<file path="config.mk">
export PLATFORM = sky130hd
export DESIGN_NAME = ss_arbiter_flat
export DESIGN_NICKNAME = d
export VERILOG_FILES = /design/src/rtl/ss_arbiter_if.sv /design/src/rtl/ss_arbiter.sv /design/src/flat_wrapper.sv
export SDC_FILE = /design/constraint.sdc
export NUM_CORES = 1
export LEC_CHECK = 0
export ABC_CLOCK_PERIOD_IN_PS = 4300
export CAP_MARGIN = 25
export CORE_MARGIN = 2
export CORE_UTILIZATION = 45
export CTS_CLUSTER_DIAMETER = 120
export DETAILED_ROUTE_END_ITERATION = 8
export HOLD_SLACK_MARGIN = 0.08
export PLACE_DENSITY = 0.86
export RECOVER_POWER = 100
export SYNTH_ARGS = -nofsm -noshare
export SYNTH_HDL_FRONTEND = slang
export SYNTH_SLANG_ARGS = --single-unit
</file>
<file path="constraint.sdc">
create_clock -name clk -period 4.3 [get_ports clk]
set_input_delay 0.86 -clock clk [delete_from_list [all_inputs] [get_ports clk]]
set_output_delay 0.86 -clock clk [all_outputs]
set_load 0.05 [all_outputs]
</file>
<file path="src/rtl/ss_arbiter_if.sv">
// ss_arbiter_if: requester images in, granted display image and arbitration status out
interface ss_arbiter_if;
  logic [3:0] req;
  logic [31:0] d0, d1, d2, d3;
  logic [7:0] m0, m1, m2, m3;
  logic pin_en;
  logic [1:0] pin_sel;
  logic [3:0] gnt;
  logic [1:0] owner;
  logic busy, sw_pulse;
  logic [7:0] mask, r0, r1, r2, r3;
  modport master (
    output req, d0, d1, d2, d3, m0, m1, m2, m3, pin_en, pin_sel,
    input gnt, owner, busy, sw_pulse, mask, r0, r1, r2, r3
  );
  modport slave (
    input req, d0, d1, d2, d3, m0, m1, m2, m3, pin_en, pin_sel,
    output gnt, owner, busy, sw_pulse, mask, r0, r1, r2, r3
  );
endinterface

</file>
<file path="src/rtl/ss_arbiter.sv">
// ss_arbiter: round-robin seven-segment display owner with minimum hold time and pin override
module ss_arbiter #(
  parameter int HOLD_CYCLES = 50_000_000
) (
  input logic clk,
  input logic rst,
  ss_arbiter_if.slave bus
);
  typedef enum logic {IDLE, OWN} state_t;
  localparam logic [31:0] RELOAD = 32'(HOLD_CYCLES - 1);
  state_t state, state_n;
  logic [1:0] owner_n, last, last_n, pick, idx;
  logic [31:0] cnt, cnt_n;
  logic [3:0] oth, gnt_n;
  logic found;
  logic [31:0] d [4];
  logic [7:0] m [4];
  assign d = '{bus.d0, bus.d1, bus.d2, bus.d3};
  assign m = '{bus.m0, bus.m1, bus.m2, bus.m3};
  // candidates exclude the current owner, so the search never re-picks it
  always_comb begin
    oth = bus.req & ((state == OWN) ? ~(4'b0001 << bus.owner) : 4'b1111);
    pick = last;
    found = 1'b0;
    idx = last;
    for (int i = 1; i <= 4; i++) begin
      idx = last + 2'(i);
      if (!found && oth[idx]) begin
        pick = idx;
        found = 1'b1;
      end
    end
    state_n = state;
    owner_n = bus.owner;
    last_n = last;
    cnt_n = cnt;
    if (bus.pin_en) begin
      state_n = bus.req[bus.pin_sel] ? OWN : IDLE;
      owner_n = bus.req[bus.pin_sel] ? bus.pin_sel : bus.owner;
      cnt_n = RELOAD;
    end else if (state == IDLE || !bus.req[bus.owner] || cnt == 0) begin
      if (found) begin
        state_n = OWN;
        owner_n = pick;
        last_n = pick;
        cnt_n = RELOAD;
      end else if (state == IDLE || !bus.req[bus.owner]) begin
        state_n = IDLE;
      end
    end else begin
      cnt_n = cnt - 32'd1;
    end
    gnt_n = (state_n == OWN) ? (4'b0001 << owner_n) : 4'b0000;
  end
  always_ff @(posedge clk or negedge rst) begin
    if (!rst) begin
      state <= IDLE;
      bus.owner <= 2'd0;
      last <= 2'd3;
      cnt <= 32'd0;
      bus.gnt <= 4'b0000;
      bus.busy <= 1'b0;
      bus.sw_pulse <= 1'b0;
      bus.mask <= 8'h00;
      {bus.r3, bus.r2, bus.r1, bus.r0} <= 32'h0;
    end else begin
      state <= state_n;
      bus.owner <= owner_n;
      last <= last_n;
      cnt <= cnt_n;
      bus.gnt <= gnt_n;
      bus.busy <= state_n == OWN;
      bus.sw_pulse <= gnt_n != bus.gnt;
      bus.mask <= (state == OWN) ? m[bus.owner] : 8'h00;
      {bus.r3, bus.r2, bus.r1, bus.r0} <= (state == OWN) ? d[bus.owner] : 32'h0;
    end
  end
endmodule
</file>
<file path="src/flat_wrapper.sv">
// flat-port wrapper written by rule: the top's interface ports become plain ports
module ss_arbiter_flat 
#(
  parameter int HOLD_CYCLES = 50_000_000
)
  (clk, rst, bus_req, bus_d0, bus_d1, bus_d2, bus_d3, bus_m0, bus_m1, bus_m2, bus_m3, bus_pin_en, bus_pin_sel, bus_gnt, bus_owner, bus_busy, bus_sw_pulse, bus_mask, bus_r0, bus_r1, bus_r2, bus_r3);
  ss_arbiter_if bus_i ();
  input logic clk;
  input logic rst;
  input wire logic [$bits(bus_i.req)-1:0] bus_req;
  input wire logic [$bits(bus_i.d0)-1:0] bus_d0;
  input wire logic [$bits(bus_i.d1)-1:0] bus_d1;
  input wire logic [$bits(bus_i.d2)-1:0] bus_d2;
  input wire logic [$bits(bus_i.d3)-1:0] bus_d3;
  input wire logic [$bits(bus_i.m0)-1:0] bus_m0;
  input wire logic [$bits(bus_i.m1)-1:0] bus_m1;
  input wire logic [$bits(bus_i.m2)-1:0] bus_m2;
  input wire logic [$bits(bus_i.m3)-1:0] bus_m3;
  input wire logic [$bits(bus_i.pin_en)-1:0] bus_pin_en;
  input wire logic [$bits(bus_i.pin_sel)-1:0] bus_pin_sel;
  output wire logic [$bits(bus_i.gnt)-1:0] bus_gnt;
  output wire logic [$bits(bus_i.owner)-1:0] bus_owner;
  output wire logic [$bits(bus_i.busy)-1:0] bus_busy;
  output wire logic [$bits(bus_i.sw_pulse)-1:0] bus_sw_pulse;
  output wire logic [$bits(bus_i.mask)-1:0] bus_mask;
  output wire logic [$bits(bus_i.r0)-1:0] bus_r0;
  output wire logic [$bits(bus_i.r1)-1:0] bus_r1;
  output wire logic [$bits(bus_i.r2)-1:0] bus_r2;
  output wire logic [$bits(bus_i.r3)-1:0] bus_r3;
  assign bus_i.req = bus_req;
  assign bus_i.d0 = bus_d0;
  assign bus_i.d1 = bus_d1;
  assign bus_i.d2 = bus_d2;
  assign bus_i.d3 = bus_d3;
  assign bus_i.m0 = bus_m0;
  assign bus_i.m1 = bus_m1;
  assign bus_i.m2 = bus_m2;
  assign bus_i.m3 = bus_m3;
  assign bus_i.pin_en = bus_pin_en;
  assign bus_i.pin_sel = bus_pin_sel;
  assign bus_gnt = bus_i.gnt;
  assign bus_owner = bus_i.owner;
  assign bus_busy = bus_i.busy;
  assign bus_sw_pulse = bus_i.sw_pulse;
  assign bus_mask = bus_i.mask;
  assign bus_r0 = bus_i.r0;
  assign bus_r1 = bus_i.r1;
  assign bus_r2 = bus_i.r2;
  assign bus_r3 = bus_i.r3;
  ss_arbiter #(.HOLD_CYCLES(HOLD_CYCLES)) u_core (.clk(clk), .rst(rst), .bus(bus_i));
endmodule
</file>
==> PnR_summary.wiki <==
{| class="wikitable"
! Metric !! Value
|-
| Worst path bufs/invs || 2
|-
| Category of the worst setup path launch point || flip-flop
|-
| Power density of the placed cells || around 560 mW/mm^2
|-
| Global placer's final weighted congestion || roughly 0.86
|-
| Library cell with the largest summed area after synthesis || dfrtp_1
|-
| Synthesized area per cell || ~12 um^2
|-
| PostCTS Resize Cnt || 0
|-
| Syn_nets || roughly 580
|-
| Wire length of the first global-routing pass || around 22000 um
|-
| Portion of the post-synthesis area used by sequential elements || between 40 and 50%
|-
| Data required time at the worst endpoint || 3440 ps
|-
| Total Neg Setup Slack || 0 ps
|-
| Arrival time reported for the critical path endpoint || between 2000 and 3000 ps
|-
| Site row count || 37
|-
| Number of flops mapped to enable cells by yosys || 0
|-
| Worst-Margin Slew || around 1800 ps
|-
| MaxCap Viol Count || 1
|-
| Primary FF master, synth || dfrtp_1
|-
| Largest vdd supply drop || 0.000276 V
|-
| Buffer count from post-CTS setup fixing || 0
|-
| Die extent in y || between 100 and 150 um
|-
| Kind of critical path || flip-flop to primary output
|-
| Net Switching || between 1.5 and 2 mW
|-
| Placeable core region || just over 0.01 mm^2
|-
| Clock slew at the register clock pins of the worst setup and hold paths || roughly 80 ps
|-
| Number of max-slew violations in the final report || 78
|-
| Number of filler instances in the final layout || about 700
|-
| Antenna violations before repair || 0
|-
| Wirelength, routed || 13800 um
|-
| Highest achievable clock rate || a little under 0.3 GHz
|-
| Vias per cell || 5.53
|-
| Clock root buffer || clkbuf_8
|-
| Num ports || 217
|-
| Chain of cells forming the critical path || buf_4 -> dlygate4sd3_1
|-
| Grt total ovfl || 0
|-
| Failing checks || capacitance limit, slew limit
|-
| Clock Power Share || between 10% and 20%
|-
| Count of input and output buffers || approximately 220
|-
| Via count || 4184
|-
| Power share of the sequential group || 28.2%
|-
| DRC Markers || 0
|-
| RSZ-0062 raised after global routing || no
|-
| Overall die width || around 110 um
|-
| Wire per inst || 18.2 um
|-
| Total power || approximately 4.0 mW
|-
| Largest cells by area after synthesis || dfrtp_1, mux4_2, and2_1
|-
| Share of the clock period used by the worst path after layout || just over 80%
|-
| Highest-delay cell along the critical path || dlygate4sd3_1
|-
| Global router's overall resource usage || between 20 and 30%
|-
| Die Footprint || around 0.011 mm^2
|-
| Deepest clock path buffer count || 2
|-
| Growth of design area from synthesis to finish || 52.8%
|-
| Clock latency on the worst-skew pair || between 300 and 400 ps
|-
| Worst setup skew after layout || 9.07 ps
|-
| Most common cell after layout, fill and taps aside || clkdlybuf4s50_1
|-
| Synth unique cells || 62
|-
| Delay-heaviest family, CP || buffers and inverters
|-
| Fraction of power consumed by combinational cells || between 50% and 60%
|-
| Starting density of the core || 45.9%
|-
| Synthesized cell area || around 0.0047 mm^2
|-
| Antenna Violating Nets Remaining || 0
|-
| Number of synthesized register bits || a little over 80
|-
| Fraction of layout cells with a size suffix above 1 || between 10% and 20%
|-
| Number of endpoints with negative hold slack in the final report || 0
|-
| Internal power || roughly 2.3 mW
|-
| Number of levels in the clock H-tree || 3
|-
| Vias in the first global route || 4422
|-
| Worst rel slew slack || -20.4%
|-
| First-pass iteration count of the detailed router || 4
|-
| Fraction of synthesis flops using an asynchronous set or reset pin || 100%
|-
| Number of antenna cells inserted || 0
|-
| Delay of the slowest critical-path stage || approximately 960 ps
|-
| Number of buffers created by CTS || 9
|-
| Commonest cells after routing, fill and taps aside || clkdlybuf4s50_1, dfrtp_1, dlygate4sd3_1
|-
| CTS tree || done
|-
| Nets || approximately 800
|-
| Synth warn || 0
|-
| Combined flip-flop and latch cell area || around 0.002 mm^2
|-
| Endpoint class of the critical path || primary output
|-
| CP max FO || 32
|-
| Switching portion of total power || a little over two fifths
|-
| Multi-input logic area || about 0.0025 mm^2
|-
| Proportion of netlist area held by the largest area contributor || 42.6%
|-
| Worst hold path class || input pin to asynchronous set/reset pin
|-
| Static power due to leakage || 2.78 nW
|-
| Largest net degree at the start of global routing || 83
|-
| Endpoints failing setup || 0
|-
| CTS Sinks || roughly 80
|-
| Post-synthesis cell count || 406
|-
| Iteration-0 DRC Markers || 210
|-
| HPWL after DPL || about 11000 um
|-
| Final critical path time including I/O delays and setup || 3460 ps
|-
| Status || complete, but fails checks
|-
| Quantity of hold-fixing buffers added after cts || 0
|}
==> synthesized netlist by cell type (all sizes together) (2+ instances only) <==
| library cell | count |
|---|---|
| a211oi | 4 |
| a21oi | 12 |
| a22oi | 2 |
| a31oi | 2 |
| and2 | 43 |
| and3 | 8 |
| and4b | 2 |
| buf | 8 |
| clkbuf | 15 |
| dfrtp | 80 |
| dfstp | 2 |
| inv | 8 |
| mux2 | 3 |
| mux2i | 2 |
| mux4 | 41 |
| nand2 | 32 |
| nand2b | 5 |
| nand3 | 8 |
| nand3b | 3 |
| nand4 | 2 |
| nor2 | 21 |
| nor3 | 10 |
| nor3b | 2 |
| nor4 | 7 |
| nor4b | 4 |
| o21ai | 24 |
| o31ai | 8 |
| o41ai | 2 |
| or3 | 9 |
| or4 | 4 |
| xnor2 | 6 |
| xor2 | 10 |
==> power groups by stage <==
stage,Sequential [mW],Combinational [mW],Clock (mW)
floorplan,1.80,0.910,0
global placement,1.14,2.30,0
detailed placement,1.15,2.33,0
CTS,1.14,2.33,0.662
global route,1.16,2.34,0.698
finish,1.13,2.23,0.651
==> registers in the layout, summed over array words and instances (netlist names), 2 cells and up <==
register	cells
u_core.last	2
u_core.bus.gnt	4
u_core.bus.r3	8
u_core.bus.r1	8
u_core.bus.owner	2
u_core.bus.r0	8
u_core.bus.r2	8
u_core.cnt	32
u_core.bus.mask	8
==> path summary, 6_finish.rpt <==
check | endpoint | slack [ps] | cells past startpoint | from
worst min register to register | u_core.cnt[18] | 480 | 1 | u_core.cnt[18]
max in group asynchronous | u_core.bus.owner[1] | 1790 | 2 | rst
worst max-delay path | bus_owner[0] | 840 | 2 | u_core.bus.owner[0]
worst min-delay path | u_core.bus.mask[6] | 360 | 1 | rst
worst max register to register | u_core.bus.sw_pulse | 1030 | 7 | u_core.cnt[16]
min in group clk | u_core.cnt[18] | 480 | 1 | u_core.cnt[18]
==> metal layers <==
| layer | global-route usage, % | vias to the layer above | share of wire, % |
|---|---|---|---|
| li1 | - | 1930 | - |
| met1 | 29.7 | 2058 | 36 |
| met2 | 44.6 | 161 | 55 |
| met3 | 6.56 | 35 | 5.9 |
| met4 | 11.0 | 0 | 3.0 |
| met5 | 0 | - | 0 |
==> area by class of cell <==
cell class	instances	share of cell area, %
multi-input cells	293	34.7
repair buffers	222	30.5
flip-flops and latches	82	28.7
well taps	136	2.37
clock buffers	10	1.78
clock inverters	6	1.47
inverters	8	0.419
==> cells by family (layout without fill, tap and decap cells) <==
group | Yosys count | count (layout) | share of synthesized area, %
buffers and inverters | 31 | 246 | 2.98
and+or+nand+nor | 165 | 165 | 20.0
xor gates and xnor gates | 16 | 16 | 2.98
muxes | 46 | 46 | 20.8
DFF | 82 | 82 | 43.8
AOI/OAI and AO/OA | 65 | 65 | 9.20
adders and majority gates | 1 | 1 | 0.266
==> through the flow <==
stage                     hold WS, ps  worst slack (ps)  area [um^2]  util (%)  std cells
after global placement            469               845         6950      68.0        740
after global routing              368               567         7170      70.1        757
after floorplan                   446              1470         4690         -        406
after CTS                         481               807         7190      70.2        756
after detailed placement          470               746         6950      68.0        740
final                             359               842         7170      70.1        757
Note: power is estimated with default switching activity, not from simulation.
